===== src/rtl/servo_track_axis_pkg.sv =====
// Shared definitions for the per-axis servo trackers: FSM encoding and
// the default limit/timing constants used by both the X and Y instances.
package servo_pkg;

    typedef enum logic [1:0] {
        ST_IDLE  = 2'd0,
        ST_CALC1 = 2'd1,
        ST_CALC2 = 2'd2,
        ST_CLAMP = 2'd3
    } state_t;

    localparam int DEF_PWM_MIN    = 800;
    localparam int DEF_PWM_MAX    = 2300;
    localparam int DEF_PWM_INIT   = 1500;
    localparam int DEF_CLK_PER_US = 100;
    localparam int DEF_PERIOD_US  = 20000;

endpackage


===== src/rtl/servo_track_axis_if.sv =====
// Frame-side inputs and servo-side outputs of one tracker axis.
interface servo_track_axis_if #(
    parameter int COORD_W = 11,
    parameter int ADC_W   = 12,
    parameter int THR_W   = 15
);
    logic               vsync;
    logic               obj_valid;
    logic [COORD_W-1:0] obj_coord;
    logic               fb_valid;
    logic [ADC_W-1:0]   fb_pos;
    logic [THR_W-1:0]   pwm_thres;
    logic               pwm_out;
    logic               searching;
    logic               upd;

    modport master (
        output vsync, obj_valid, obj_coord, fb_valid, fb_pos,
        input  pwm_thres, pwm_out, searching, upd
    );

    modport slave (
        input  vsync, obj_valid, obj_coord, fb_valid, fb_pos,
        output pwm_thres, pwm_out, searching, upd
    );
endinterface


===== src/rtl/servo_track_axis_pwm_out.sv =====
// Servo PWM generator: microsecond prescaler, period counter and a shadow
// threshold that only reloads at the period wrap so pulses are never cut short.
module servo_pwm_out #(
    parameter int THR_W      = 15,
    parameter int CLK_PER_US = 100,
    parameter int PERIOD_US  = 20000,
    parameter int PWM_INIT   = 1500
) (
    input  logic             clk,
    input  logic             rst,
    input  logic [THR_W-1:0] i_thres,
    output logic             o_pwm
);
    localparam int PRE_W = (CLK_PER_US > 1) ? $clog2(CLK_PER_US) : 1;
    localparam int US_W  = (PERIOD_US > 1) ? $clog2(PERIOD_US) : 1;
    localparam int CMP_W = (US_W > THR_W) ? US_W : THR_W;
    localparam logic [PRE_W-1:0] PRE_LAST = PRE_W'(CLK_PER_US - 1);
    localparam logic [US_W-1:0]  US_LAST  = US_W'(PERIOD_US - 1);

    logic [PRE_W-1:0] r_pre;
    logic [US_W-1:0]  r_us;
    logic [THR_W-1:0] r_shadow;

    // Count clocks into microseconds and microseconds into periods; reload shadow at wrap
    always_ff @(posedge clk or posedge rst) begin
        if (rst) begin
            r_pre    <= '0;
            r_us     <= '0;
            r_shadow <= THR_W'(PWM_INIT);
        end else if (r_pre == PRE_LAST) begin
            r_pre <= '0;
            if (r_us == US_LAST) begin
                r_us     <= '0;
                r_shadow <= i_thres;
            end else begin
                r_us <= r_us + 1'b1;
            end
        end else begin
            r_pre <= r_pre + 1'b1;
        end
    end

    // Registered pin: high for the first r_shadow microseconds of each period
    always_ff @(posedge clk or posedge rst) begin
        if (rst) o_pwm <= 1'b0;
        else     o_pwm <= (CMP_W'(r_us) < CMP_W'(r_shadow));
    end
endmodule


===== src/rtl/servo_track_axis.sv =====
// Per-axis closed-loop servo tracker: once per frame converts object position
// and servo feedback into a clamped pulse-width threshold and drives the PWM pin.
module servo_track_axis
    import servo_pkg::*;
#(
    parameter int COORD_W     = 11,
    parameter int IMG_SIZE    = 240,
    parameter int DEADBAND    = 18,
    parameter int GAIN_NUM    = 90,
    parameter int GAIN_SHIFT  = 5,
    parameter int ADC_W       = 12,
    parameter int FB_NUM      = 2380,
    parameter int FB_OFS      = 175,
    parameter int THR_W       = 15,
    parameter int PWM_MIN     = DEF_PWM_MIN,
    parameter int PWM_MAX     = DEF_PWM_MAX,
    parameter int PWM_INIT    = DEF_PWM_INIT,
    parameter int SEARCH_STEP = 20,
    parameter int LOST_HOLD   = 3,
    parameter int CLK_PER_US  = DEF_CLK_PER_US,
    parameter int PERIOD_US   = DEF_PERIOD_US
) (
    input  logic              clk,
    input  logic              rst,
    servo_track_axis_if.slave axis_if
);
    localparam int CW     = THR_W + 2;
    localparam int EW     = COORD_W + 1;
    localparam int FBP_W  = 48;
    localparam int LCNT_W = (LOST_HOLD < 1) ? 1 : $clog2(LOST_HOLD + 1);
    localparam logic signed [EW-1:0] CENTRE_C    = EW'(IMG_SIZE / 2);
    localparam logic [EW-1:0]        DEADBAND_C  = EW'(DEADBAND);
    localparam logic [EW-1:0]        IMG_SIZE_C  = EW'(IMG_SIZE);
    localparam logic [LCNT_W-1:0]    LOST_HOLD_C = LCNT_W'(LOST_HOLD);
    localparam logic signed [CW-1:0] SRCH_C      = CW'(SEARCH_STEP);
    localparam logic signed [CW-1:0] MIN_C       = CW'(PWM_MIN);
    localparam logic signed [CW-1:0] MAX_C       = CW'(PWM_MAX);

    function automatic logic [THR_W-1:0] clamp_thr(input logic signed [CW-1:0] c);
        if (c < MIN_C)      return THR_W'(PWM_MIN);
        else if (c > MAX_C) return THR_W'(PWM_MAX);
        else                return c[THR_W-1:0];
    endfunction

    function automatic logic at_limit(input logic signed [CW-1:0] c);
        return (c <= MIN_C) || (c >= MAX_C);
    endfunction

    logic                     r_vs_s1, r_vs_s2, r_vs_s3, w_frame_stb;
    state_t                   r_state, w_state_nxt;
    logic                     w_sample, w_calc1, w_calc2, w_commit;
    logic                     r_obj_ok, r_fb_vld;
    logic [COORD_W-1:0]       r_coord;
    logic [ADC_W-1:0]         r_fb;
    logic signed [EW-1:0]     w_err, r_err;
    logic [EW-1:0]            w_mag, r_mag;
    logic [FBP_W-1:0]         w_fb_prod;
    logic [THR_W-1:0]         w_fb_base, r_base;
    logic [31:0]              w_step_prod;
    logic signed [CW-1:0]     w_step, w_thr_s, w_base_s, w_cand, r_cand;
    logic                     w_srch_step, r_srch_step;
    logic [THR_W-1:0]         r_thres, w_clamped;
    logic                     w_hit, r_upd, r_searching, r_dir_neg;
    logic [LCNT_W-1:0]        r_lost_cnt, w_lost_nxt;
    logic                     w_pwm;

    // Bring vsync into the clk domain and detect its rising edge
    always_ff @(posedge clk or posedge rst) begin
        if (rst) begin
            r_vs_s1 <= 1'b0;
            r_vs_s2 <= 1'b0;
            r_vs_s3 <= 1'b0;
        end else begin
            r_vs_s1 <= axis_if.vsync;
            r_vs_s2 <= r_vs_s1;
            r_vs_s3 <= r_vs_s2;
        end
    end
    assign w_frame_stb = r_vs_s2 & ~r_vs_s3;

    // FSM state register
    always_ff @(posedge clk or posedge rst) begin
        if (rst) r_state <= ST_IDLE;
        else     r_state <= w_state_nxt;
    end

    // FSM next state: frame strobes arriving mid-calculation are dropped
    always_comb begin
        w_state_nxt = r_state;
        case (r_state)
            ST_IDLE:  if (w_frame_stb) w_state_nxt = ST_CALC1;
            ST_CALC1: w_state_nxt = ST_CALC2;
            ST_CALC2: w_state_nxt = ST_CLAMP;
            ST_CLAMP: w_state_nxt = ST_IDLE;
            default:  w_state_nxt = ST_IDLE;
        endcase
    end

    // FSM outputs: per-stage enables for the datapath
    always_comb begin
        w_sample = (r_state == ST_IDLE) && w_frame_stb;
        w_calc1  = (r_state == ST_CALC1);
        w_calc2  = (r_state == ST_CALC2);
        w_commit = (r_state == ST_CLAMP);
    end

    // CALC1 arithmetic: signed error, magnitude and scaled feedback position
    always_comb begin
        w_err     = $signed({1'b0, r_coord}) - CENTRE_C;
        w_mag     = w_err[EW-1] ? $unsigned(-w_err) : $unsigned(w_err);
        w_fb_prod = FBP_W'(r_fb) * FBP_W'(FB_NUM);
        w_fb_base = THR_W'((w_fb_prod >> ADC_W) + FBP_W'(FB_OFS));
    end

    // CALC2 arithmetic: candidate threshold from tracking, hold or search
    always_comb begin
        w_step_prod = 32'(r_mag) * 32'(GAIN_NUM);
        w_step      = $signed(CW'(w_step_prod >> GAIN_SHIFT));
        w_thr_s     = $signed({2'b00, r_thres});
        w_base_s    = $signed({2'b00, r_base});
        w_cand      = w_thr_s;
        w_srch_step = 1'b0;
        if (!r_obj_ok) begin
            if (r_lost_cnt >= LOST_HOLD_C) begin
                w_srch_step = 1'b1;
                w_cand      = r_dir_neg ? (w_thr_s - SRCH_C) : (w_thr_s + SRCH_C);
            end
        end else if (r_mag > DEADBAND_C) begin
            // object left of centre drives the threshold up, right of centre down
            w_cand = r_err[EW-1] ? (w_base_s + w_step) : (w_base_s - w_step);
        end
    end

    // CLAMP arithmetic: limit the candidate and advance the lost-frame count
    always_comb begin
        w_clamped  = clamp_thr(r_cand);
        w_hit      = at_limit(r_cand);
        w_lost_nxt = (r_lost_cnt < LOST_HOLD_C) ? (r_lost_cnt + 1'b1) : r_lost_cnt;
    end

    // Datapath pipeline registers, loaded by the stage enables
    always_ff @(posedge clk) begin
        if (w_sample) begin
            r_obj_ok <= axis_if.obj_valid && ({1'b0, axis_if.obj_coord} < IMG_SIZE_C);
            r_coord  <= axis_if.obj_coord;
            r_fb_vld <= axis_if.fb_valid;
            r_fb     <= axis_if.fb_pos;
        end
        if (w_calc1) begin
            r_err  <= w_err;
            r_mag  <= w_mag;
            r_base <= r_fb_vld ? w_fb_base : r_thres;
        end
        if (w_calc2) begin
            r_cand      <= w_cand;
            r_srch_step <= w_srch_step;
        end
    end

    // Commit threshold, pulse upd and track lost/search state
    always_ff @(posedge clk or posedge rst) begin
        if (rst) begin
            r_thres     <= THR_W'(PWM_INIT);
            r_upd       <= 1'b0;
            r_searching <= 1'b0;
            r_lost_cnt  <= '0;
            r_dir_neg   <= 1'b0;
        end else begin
            r_upd <= w_commit;
            if (w_commit) begin
                r_thres <= w_clamped;
                if (r_obj_ok) begin
                    r_lost_cnt  <= '0;
                    r_searching <= 1'b0;
                    r_dir_neg   <= ~r_err[EW-1];
                end else begin
                    r_lost_cnt  <= w_lost_nxt;
                    r_searching <= (w_lost_nxt >= LOST_HOLD_C);
                    // sweep: reverse at a travel limit
                    if (r_srch_step && w_hit) r_dir_neg <= ~r_dir_neg;
                end
            end
        end
    end

    servo_pwm_out #(
        .THR_W      (THR_W),
        .CLK_PER_US (CLK_PER_US),
        .PERIOD_US  (PERIOD_US),
        .PWM_INIT   (PWM_INIT)
    ) u_pwm (
        .clk     (clk),
        .rst     (rst),
        .i_thres (r_thres),
        .o_pwm   (w_pwm)
    );

    assign axis_if.pwm_thres = r_thres;
    assign axis_if.pwm_out   = w_pwm;
    assign axis_if.searching = r_searching;
    assign axis_if.upd       = r_upd;
endmodule

===== src/flat_wrapper.sv =====
// flat-port wrapper written by rule: the top's interface ports become plain ports
module servo_track_axis_flat import servo_pkg::*;
#(
    parameter int COORD_W     = 11,
    parameter int IMG_SIZE    = 240,
    parameter int DEADBAND    = 18,
    parameter int GAIN_NUM    = 90,
    parameter int GAIN_SHIFT  = 5,
    parameter int ADC_W       = 12,
    parameter int FB_NUM      = 2380,
    parameter int FB_OFS      = 175,
    parameter int THR_W       = 15,
    parameter int PWM_MIN     = DEF_PWM_MIN,
    parameter int PWM_MAX     = DEF_PWM_MAX,
    parameter int PWM_INIT    = DEF_PWM_INIT,
    parameter int SEARCH_STEP = 20,
    parameter int LOST_HOLD   = 3,
    parameter int CLK_PER_US  = DEF_CLK_PER_US,
    parameter int PERIOD_US   = DEF_PERIOD_US
)
  (clk, rst, axis_if_vsync, axis_if_obj_valid, axis_if_obj_coord, axis_if_fb_valid, axis_if_fb_pos, axis_if_pwm_thres, axis_if_pwm_out, axis_if_searching, axis_if_upd);
  servo_track_axis_if #(.COORD_W(COORD_W), .ADC_W(ADC_W), .THR_W(THR_W)) axis_if_i ();
  input  logic clk;
  input  logic rst;
  input wire logic [$bits(axis_if_i.vsync)-1:0] axis_if_vsync;
  input wire logic [$bits(axis_if_i.obj_valid)-1:0] axis_if_obj_valid;
  input wire logic [$bits(axis_if_i.obj_coord)-1:0] axis_if_obj_coord;
  input wire logic [$bits(axis_if_i.fb_valid)-1:0] axis_if_fb_valid;
  input wire logic [$bits(axis_if_i.fb_pos)-1:0] axis_if_fb_pos;
  output wire logic [$bits(axis_if_i.pwm_thres)-1:0] axis_if_pwm_thres;
  output wire logic [$bits(axis_if_i.pwm_out)-1:0] axis_if_pwm_out;
  output wire logic [$bits(axis_if_i.searching)-1:0] axis_if_searching;
  output wire logic [$bits(axis_if_i.upd)-1:0] axis_if_upd;
  assign axis_if_i.vsync = axis_if_vsync;
  assign axis_if_i.obj_valid = axis_if_obj_valid;
  assign axis_if_i.obj_coord = axis_if_obj_coord;
  assign axis_if_i.fb_valid = axis_if_fb_valid;
  assign axis_if_i.fb_pos = axis_if_fb_pos;
  assign axis_if_pwm_thres = axis_if_i.pwm_thres;
  assign axis_if_pwm_out = axis_if_i.pwm_out;
  assign axis_if_searching = axis_if_i.searching;
  assign axis_if_upd = axis_if_i.upd;
  servo_track_axis #(.COORD_W(COORD_W), .IMG_SIZE(IMG_SIZE), .DEADBAND(DEADBAND), .GAIN_NUM(GAIN_NUM), .GAIN_SHIFT(GAIN_SHIFT), .ADC_W(ADC_W), .FB_NUM(FB_NUM), .FB_OFS(FB_OFS), .THR_W(THR_W), .PWM_MIN(PWM_MIN), .PWM_MAX(PWM_MAX), .PWM_INIT(PWM_INIT), .SEARCH_STEP(SEARCH_STEP), .LOST_HOLD(LOST_HOLD), .CLK_PER_US(CLK_PER_US), .PERIOD_US(PERIOD_US)) u_core (.clk(clk), .rst(rst), .axis_if(axis_if_i));
endmodule

===== config.mk =====
export PLATFORM = sky130hd
export DESIGN_NAME = servo_track_axis_flat
export DESIGN_NICKNAME = d
export VERILOG_FILES = /design/src/rtl/servo_track_axis_pkg.sv /design/src/rtl/servo_track_axis_if.sv /design/src/rtl/servo_track_axis_pwm_out.sv /design/src/rtl/servo_track_axis.sv /design/src/flat_wrapper.sv
export SDC_FILE = /design/constraint.sdc
export NUM_CORES = 1
export LEC_CHECK = 0
export CAP_MARGIN = 20
export CORE_MARGIN = 3
export CORE_UTILIZATION = 45
export DETAILED_ROUTE_END_ITERATION = 7
export PLACE_DENSITY_LB_ADDON = 0.15
export SLEW_MARGIN = 20
export SYNTH_ARGS = -nofsm -noshare
export SYNTH_HDL_FRONTEND = slang
export SYNTH_SLANG_ARGS = --single-unit

===== constraint.sdc =====
create_clock -name clk -period 5 [get_ports clk]
set_input_delay 1 -clock clk [delete_from_list [all_inputs] [get_ports clk]]
set_output_delay 1 -clock clk [all_outputs]
set_load 0.05 [all_outputs]

==> run metrics, run 1 <==
status=complete, but fails checks; failing checks=setup timing; Ys Warns=0; syn avg cell area=9.434 um2; Iteration-0 DRC Markers=527; Core Region=between 20000 and 25000 um2; synth unique cells=76; IO Pins=46; PortBufs=45; wire length on met3=~1100 um; die area=27310 um2; # diodes=0; syn nets=1441; Detail Route Antenna Nets=0; sequential share of the synthesized area=0.3264; WP buf/inv=4; Achievable Freq=192.8 MHz; 1st-pass router iterations=5; Crit path depth=24; Clock transition at path regs=0.07 ns; total wire length=27620 um; starting density of the core=0.4639; Final WS setup=-0.1863 ns; RSZ-0062 raised after global routing=yes; Root Driver=clkbuf_16; Die H=165.3 um; slew margin rel.=0.3501; CTS sink cnt=134; critical path class=reg2reg; Yosys reg bits=134; Area after DPL=13080 um2; Hold-fix buffers, CTS=0; fin area=14810 um2; Final Max Tran Viols=0; GR Overflow Total=0; routed via count=9271; Fin. Hold Viols=0; Avg WL per Cell=between 15 and 20 um; via density per instance=roughly 5.4; Final period util=1.037; Data arrival, critical path=5.35 ns; WP data required=5.16 ns; WL met1=12080 um; Final Skew=0.01247 ns; Critical Path Max Stage Delay=0.49 ns; EDFF count, synth=71; WL met2=about 14000 um; critical path's top delay family=adder cells; asr flop ratio synth=0.4701; Worst path slowest cell=edfxtp_1; drc violations=0; CTS tree=yes; GRT Util Overall=0.2039; Site Rows=57; MaxCap Viol Count=0; share of post-route cells with drive strength above 1=0.2413; P&R area growth vs syn=29.78%; worst slew pin tran=between 0.9 and 1 ns; worst reg2reg path startpoint=u_core.r_mag[4]; H-tree depth=4; largest net degree at the start of global routing=34; DP HPWL=20330 um; die span in x=around 170 um; pre-CTS setup slack=-0.2741 ns; hold path cells=0; cts bufs inserted=17; Top FF cell, synth=edfxtp_1; NumNets Final=1623; latest clock arrival within the worst-skew pair=0.43 ns; vias in the first global route=9191; worst-path cell chain=ha_4 > ha_4 > inv_2 > fa_1 > inv_1 > ha_2 > fa_2 > a21o_1 > a21oi_2 > o21bai_1 > a21oi_2 > nor2b_1 > o21a_1 > buf_6 > nor2_4 > xnor2_2 > inv_1 > ha_2 > or3_1 > or3_4 > a311oi_4 > xor2_1 > o31ai_1 > a31oi_1; initial antenna violation count=0; final setup fails=10; cell count after synthesis=1210; CP startpoint=u_core.r_mag[4]; Hold Path Origin=u_core.r_vs_s1; Startpoint Class=flop; Top Layer Used=met4; Mapped Area=11410 um2; Hold Path Class=reg2reg; worst r2r path cells=24; routability cong.=a little under 0.9; Max Buffers Root-to-Sink=2; CP endpoint kind=flop; Tmin final=5.186 ns; first-pass GRT wire length=~44000 um; Worst Path Max Fanout=3
-- metal layers --
| metal | global-route usage | up-vias |
|---|---|---|
| met3 | 0.03268 | 46 |
| met1 | 0.2614 | 4443 |
| met2 | 0.3548 | 200 |
| met5 | 0 | - |
| li1 | - | 4582 |
| met4 | 0.05986 | 0 |
-- flip-flops by register name, summed over array words and instances (netlist names) --
register and flops:
u_core.axis_if.pwm_thres 15, u_core.axis_if.searching 1, u_core.axis_if.upd 1, u_core.r_base 15, u_core.r_cand 17, u_core.r_coord 11, u_core.r_dir_neg 1, u_core.r_err 1
u_core.r_fb 12, u_core.r_fb_vld 1, u_core.r_lost_cnt 2, u_core.r_mag 12, u_core.r_obj_ok 1, u_core.r_srch_step 1, u_core.r_state 2, u_core.r_vs_s1 1
u_core.r_vs_s2 1, u_core.r_vs_s3 1, u_core.u_pwm.o_pwm 1, u_core.u_pwm.r_pre 7, u_core.u_pwm.r_shadow 15, u_core.u_pwm.r_us 15
-- path summary, 6_finish.rpt --
path	endpoint	slack, ns
max	u_core.r_cand[11]	-0.19
min	u_core.r_vs_s2	0.36
max reg2reg	u_core.r_cand[11]	-0.19
min reg2reg	u_core.r_vs_s2	0.36
max in group asynchronous	u_core.u_pwm.r_shadow[7]	3.08
min in group asynchronous	u_core.u_pwm.r_pre[2]	0.99
-- repair_timing --
action	in CTS	in global routing
gates cloned	0	0
resized for setup	56	91
pin swaps	54	89
setup buffers	17	23
endpoints found under the setup margin	15	19
-- synthesized netlist by cell type, types with 16 or more instances --
master	n	area, um2
a21o_1	20	150.1
ha_1	164	2052
xnor2_1	51	446.7
o211ai_1	18	135.1
edfxtp_1	71	2132
nor2_1	87	326.6
fa_1	39	780.8
nor3_1	21	105.1
nand2_1	75	281.5
inv_1	169	634.4
a21oi_1	63	315.3
dfrtp_1	49	1226
a31oi_1	16	100.1
clkbuf_1	28	105.1
o21ai_0	69	345.3
xor2_1	24	210.2
nand3_1	30	150.1
nor2b_1	19	118.9
-- worst register-to-register path: stages, from the launching register on --
cell and delay, ns:
edfxtp_1 0.49, ha_4 0.28, ha_4 0.26, inv_2 0.03, fa_1 0.46, inv_1 0.04, ha_2 0.19, fa_2 0.34
a21o_1 0.20, a21oi_2 0.15, o21bai_1 0.09, a21oi_2 0.14, nor2b_1 0.06, o21a_1 0.21, buf_6 0.13, nor2_4 0.11
xnor2_2 0.12, inv_1 0.07, ha_2 0.17, or3_1 0.33, or3_4 0.36, a311oi_4 0.29, xor2_1 0.12, o31ai_1 0.24
a31oi_1 0.06
-- cells in the final DEF (no fill, tap or decap), drive strengths merged, types with 4 or more instances in the layout --
cell type,instances
mux2i,7
and3,7
and2,9
dfrtp,49
o31ai,6
a21o,20
nand2b,12
ha,164
a211oi,10
nor4,12
xor2,24
a21oi,63
nor2,87
xnor2,52
o21bai,7
or3,11
a311oi,4
inv,179
nor3,21
edfxtp,71
nor4b,10
o21a,10
a31oi,16
nor2b,19
fa,39
nand3,30
mux2,5
nand2,75
dfstp,14
nand4,9
o211ai,18
a31o,5
clkbuf,20
buf,152
o21ai,72
clkdlybuf4s50,45
-- cell type report --
class	count	area (um2)
fill	2043	9791
multi-input combinational	872	7776
sequential	134	3726
timing repair buffer	197	1660
inverter	170	638.1
clock buffer	20	489.2
tap	324	405.4
clock inverter	12	118.9
-- stage by stage --
stage | util | TNS (ns) | hold slack [ns] | std cells
after floorplan | - | 0 | 0.3312 | 1210
after global placement | 0.5316 | -1.496 | 0.3406 | 1658
after detailed placement | 0.5316 | -2.469 | 0.3495 | 1658
after CTS | 0.5728 | -1.072 | 0.3638 | 1707
after global routing | 0.6021 | -4.543 | 0.3626 | 1729
final | 0.6021 | -0.9914 | 0.3579 | 1729
-- cell families (layout without fill, tap and decap cells) --
| kind of cell | after synthesis | count (layout) | share of synthesized area |
|---|---|---|---|
| XOR/XNOR | 76 | 76 | 0.05897 |
| AO/OA/AOI/OAI | 260 | 260 | 0.1464 |
| multiplexers | 12 | 12 | 0.01107 |
| other | 1 | 1 | 0.0003285 |
| flip-flops | 134 | 134 | 0.3264 |
| AND/OR/NAND/NOR | 320 | 320 | 0.1400 |
| buffers and inverters | 204 | 399 | 0.06862 |
| adder cells (fa/ha/maj) | 203 | 203 | 0.2482 |
Power of run 1 is left out: the tool's default activity adds up to more than one toggle a clock period on the data nets, which glitch-free logic cannot reach.
==> run 2, diff against run 1 <==
PLACE_DENSITY_LB_ADDON = default   (was 0.15)
==> run 2 against run 1 <==
Net effect: the flow still finishes with violations (setup timing); first-iteration DRC count shrank 5.3%; worst hold slack worse by 0.0087 ns; critical endpoint is now u_core.r_base[9]; final cell count shrank 0.40%; global-route usage shrank 0.14 points; fmax is 0.78% higher; clock-buffer cell count is 2 lower; sequential cell count unchanged.
==> run metrics, run 2 (same netlist as run 1, synthesis figures left out) <==
largest net degree at the start of global routing=39 (+15%); routability cong.=0.8972 (+0.74%); Final WS setup=-0.1460 ns (+0.04031 ns); Achievable Freq=194.3 MHz (+0.78%); H-tree depth=4 (unchanged); Die H=165.3 um (unchanged); final setup fails=10 (unchanged); share of post-route cells with drive strength above 1=0.2318 (-0.009521); 1st-pass router iterations=5 (unchanged); most common cell after layout, fill and taps aside=inv_1; Tmin final=5.146 ns (-0.04031 ns); Most common cell on crit path=buf_4; GR Overflow Total=0 (unchanged); critical path's top delay family=adder cells; die area=27310 um2 (unchanged); via density per instance=5.293 (-1.3%); fin area=14570 um2 (-1.6%); DP HPWL=20260 um (-0.38%); status=complete, but fails checks; Worst R2R Setup Slack=-0.15 ns (+0.04 ns); critical path class=reg2reg; WP buf/inv=5 (+1); WP data required=5.18 ns (+0.02 ns); Hold-fix buffers, CTS=0 (unchanged); Startpoint Class=flop; Detail Route Antenna Nets=0 (unchanged); failing checks=setup timing; RSZ-0062 raised after global routing=yes; Max Buffers Root-to-Sink=2 (unchanged); routed via count=9115 (-1.7%); hold path cells=0 (unchanged); Data arrival, critical path=5.33 ns (-0.02 ns); Final Skew=0.01651 ns (+0.004036 ns); CTS sink cnt=134 (unchanged); worst r2r path cells=19 (-21%); # diodes=0 (unchanged); CP endpoint kind=flop; worst-path cell chain=buf_4 > buf_4 > buf_4 > buf_4 > ha_1 > fa_1 > fa_1 > ha_1 > ha_4 > buf_4 > a21o_1 > a21o_1 > and2_4 > a211o_1 > xnor2_2 > o221ai_4 > and3_4 > or4_1 > a31o_1; pre-CTS setup slack=-0.3151 ns (-0.04103 ns); Worst Path Max Fanout=3 (unchanged); Site Rows=57 (unchanged); Fin. Hold Viols=0 (unchanged); Final Max Tran Viols=0 (unchanged); Area after DPL=13090 um2 (about the same); Core Region=24600 um2 (unchanged); latest clock arrival within the worst-skew pair=0.43 ns (about the same); Worst path slowest cell=fa_1; NumNets Final=1616 (-0.43%); starting density of the core=0.4639 (unchanged); Critical Path Max Stage Delay=0.49 ns (about the same); Root Driver=clkbuf_16; cts bufs inserted=17 (unchanged); slew margin rel.=0.3096 (-0.04055); MaxCap Viol Count=0 (unchanged); initial antenna violation count=0 (unchanged); most frequent cells in the layout=inv_1, buf_4, ha_1, nor2_1, nand2_1; P&R area growth vs syn=27.64%; Crit Reg-Reg Endpoint=u_core.r_base[9]; worst slew pin tran=1.036 ns (+0.06082 ns); Clock transition at path regs=0.06 ns (about the same); max reg flops=17 (unchanged); Final period util=1.029 (-0.008061); worst reg2reg path startpoint=u_core.r_fb[3]; Avg WL per Cell=15.66 um (-1.9%); IO Pins=46 (unchanged); die span in x=165.3 um (unchanged); FILL cells=2092 (+2.4%); Hold Path Origin=u_core.r_vs_s1; drc violations=0 (unchanged); total wire length=26980 um (-2.3%); Hold Path Class=reg2reg; CTS tree=yes; vias in the first global route=8943 (-2.7%); PortBufs=45 (unchanged); Largest Register=u_core.r_cand; first-pass GRT wire length=43770 um (-1.4%); Worst Hold End=u_core.r_vs_s2; Iteration-0 DRC Markers=499 (-5.3%); GRT Util Overall=0.2025 (-0.001372)
## run 2: cell types whose count changed in the layout (fill, tap and decap cells not counted), sizes merged
| cell | change |
|---|---|
| buf | -7 |
| clkinv | +3 |
| inv | -1 |
| clkbuf | -2 |
## run 2: worst max path at each step
stage	start	to	slack [ns]	cells after the start
5_1_grt	u_core.r_mag[4]	u_core.r_cand[14]	-0.43	23
6_report	u_core.r_fb[3]	u_core.r_base[9]	-0.15	19
2_1_floorplan	u_core.r_mag[2]	u_core.r_cand[14]	0.006	24
4_1_cts	u_core.r_mag[2]	u_core.r_cand[13]	-0.12	24
3_5_place_dp	u_core.r_mag[2]	u_core.r_cand[13]	-0.32	24
3_3_place_gp	u_core.r_fb[3]	u_core.r_base[9]	-0.20	20
## run 2: layer usage
| layer | up-vias | GRT usage | part of all wire |
|---|---|---|---|
| met1 | 4315 | 0.2639 | 0.45 |
| met3 | 38 | 0.02769 | 0.034 |
| li1 | 4580 | - | - |
| met2 | 182 | 0.3468 | 0.50 |
| met4 | 0 | 0.06786 | 0.022 |
| met5 | - | 0 | 0 |
## run 2: what timing repair did
action | CTS | global route
resized for setup | 61 | 64
buffers inserted | 20 | 12
pin swaps | 53 | 59
endpoints found under the setup margin | 17 | 18
## run 2: final cells by class
type                            instances  area [um2]  area share
Clock buffer                           18       439.2     0.03014
Timing Repair Buffer                  190        1573      0.1079
Clock inverter                         14       132.6    0.009103
Sequential cell                       134        3726      0.2557
Inverter                              170       638.1     0.04380
Multi-Input combinational cell        872        7656      0.5255
Tap cell                              324       405.4     0.02782
## run 2: metrics by stage
stage | utilization | setup TNS [ns] | instances | hold slack, ns
2_1_floorplan | - | 0 | 1210 | 0.3312
3_3_place_gp | 0.5319 | -1.568 | 1659 | 0.3405
3_5_place_dp | 0.5319 | -3.038 | 1659 | 0.3396
4_1_cts | 0.5745 | -0.4757 | 1710 | 0.3535
5_1_grt | 0.5922 | -4.239 | 1722 | 0.3643
6_report | 0.5922 | -0.8737 | 1722 | 0.3492
## run 2: worst reg2reg max path, delay by kind of cell, from the launching register on
family	cells	cell delay (ns)
fa+ha+maj	5	1.80
compound gates	5	1.00
simple gates	3	0.77
buf+inv	5	0.66
flops	1	0.43
xor+xnor	1	0.23
Power of run 2 is left out for the same reason.
==> patch, RTL diff (config.mk and constraints of run 2) <==
`LOST_HOLD` is set to 3 in 2 places; all go to 2.
--- a/src/rtl/servo_track_axis.sv
+++ b/src/rtl/servo_track_axis.sv
@@ -18,3 +18,3 @@
     parameter int SEARCH_STEP = 20,
-    parameter int LOST_HOLD   = 3,
+    parameter int LOST_HOLD   = 2,
     parameter int CLK_PER_US  = DEF_CLK_PER_US,
--- a/src/flat_wrapper.sv
+++ b/src/flat_wrapper.sv
@@ -16,3 +16,3 @@
     parameter int SEARCH_STEP = 20,
-    parameter int LOST_HOLD   = 3,
+    parameter int LOST_HOLD   = 2,
     parameter int CLK_PER_US  = DEF_CLK_PER_US,
Function: no difference found for any inputs over 4 cycles, from zero or initial values and one cycle with rst high; that may be too few to reach the edited logic, so the function may still have changed.
==> patch against run 2 <==
- the run still ends with setup timing left
- setup slack worse by 0.24 ns
- sequential share of layout area is 0.18 points lower
- area after synthesis is 0.16% lower
- count of clock-buffer cells in the layout is 3 higher
- wire length is 1.1% lower
- critical endpoint is now u_core.r_cand[13]
- sequential cell count is 1 lower
- first-iteration DRC count is 10% higher
- final area hardly changed
Power is not shown: default switching activity piles up to over one toggle a cycle in this logic, so the estimate is an artifact.
==> patch: results (changes against run 2) <==
- Synth unique cells: 88 (was 76)
- Fin worst setup slack: -0.385 ns (was -0.146 ns)
- First-pass GRT wire length: 43800 um (about the same)
- Worst Path Arrival: 5.56 ns (was 5.33 ns)
- Max stage delay on crit path: 0.51 ns (was 0.49 ns)
- Post-synthesis async set-or-reset flop share: 46.6% (was 47.0%)
- Reg clk slew, reported paths: around 0.070 ns
- Failing checks: setup timing (unchanged)
- Worst slew pin tran: 0.966 ns (was 1.04 ns)
- Total GRT Usage: 20.3% (was 20.2%)
- Final Skew: 0.0147 ns (was 0.0165 ns)
- Dpl ws: -0.393 ns (was -0.315 ns)
- GPL Wtd Cong: 0.864 (was 0.897)
- Initial DRC Count: 551 (was 499)
- Yosys reg bits: 133 (was 134)
- Synth top cells by count: inv_1, ha_1, nor2_1 (unchanged)
- Post-Synthesis Cells: 1196 (was 1210)
- Area contributors post-synth: edfxtp_1, ha_1, dfrtp_1 (unchanged)
- Aggregate routed wire length: 26700 um (was 27000 um)
- DR vias: 9091 (was 9115)
- DP Wirelength: 20200 um (was 20300 um)
- Crit path max-delay family: compound AO/OA/AOI/OAI gates (was adder cells)
- Vias in the first global route: 8908 (was 8943)
- WL/cell: 15.5 um (was 15.7 um)
- Post-synth net total: 1429 (was 1441)
- Fill count: 2118 (was 2092)
- Pin count of the biggest net entering global routing: 43 (was 39)
- Final #Nets: 1614 (was 1616)
- Post-synthesis sequential area ratio: 32.5% (was 32.6%)
- Status: finished with violations (unchanged)
- Maximum net fanout on the critical path: 8 (was 3)
- # DRC: 0 (unchanged)
- Final Setup Violations: 10 (unchanged)
- Drt pass-1 iters: 5 (unchanged)
patch: final cells by class:
class                   count  area, sq um  area share [%]
clock inverters            11         86.3           0.592
repair buffers            200         1640            11.3
inverters                 172          646            4.43
clock buffers              21          487            3.34
flip-flops and latches    133         3700            25.4
multi-input cells         857         7600            52.2
well taps                 324          405            2.78
patch: kinds of logic after synthesis:
logic type	count (synthesis)	synth area share, %
AOI/OAI and AO/OA	259	15.3
xor gates and xnor gates	79	6.07
adders and majority gates	205	25.1
buffers and inverters	206	6.84
DFF	133	32.5
muxes	7	0.670
other	1	0.0329
and+or+nand+nor	306	13.5
patch: repair_timing:
| action | in CTS | in global routing |
|---|---|---|
| endpoints found under the setup margin | 14 | 18 |
| resized for setup | 30 | 76 |
| setup buffers | 10 | 12 |
| hold buffers | 0 | 0 |
| pin swaps | 32 | 49 |
patch: layer usage:
metal / GRT usage (%) / vias up / wire length, um / share of wire (%)
li1: - / 4543 / - / -
met1: 27.1 / 4347 / 12300 / 46
met2: 34.3 / 168 / 13000 / 49
met3: 2.67 / 33 / 940 / 3.5
met4: 5.99 / 0 / 446 / 1.7
met5: 0 / - / 0 / 0
patch: metrics by stage:
stage / area (sq um) / setup TNS (ns)
global route: 14600 / -4.61
CTS: 14100 / -1.53
detailed placement: 13200 / -2.35
finish: 14600 / -1.90
floorplan: 11500 / -0.183
global placement: 13200 / -1.64
patch: path summary, 6_finish.rpt:
path,startpoint,endpoint,slack [ns],cells past startpoint
max,u_core.r_mag[3],u_core.r_cand[13],-0.38,24
min,u_core.r_vs_s1,u_core.r_vs_s2,0.36,0
max reg2reg,u_core.r_mag[3],u_core.r_cand[13],-0.38,24
min reg2reg,u_core.r_vs_s1,u_core.r_vs_s2,0.36,0
max in group asynchronous,rst,u_core.axis_if.pwm_thres[4],3.05,3
min in group asynchronous,rst,u_core.r_vs_s1,1.07,2
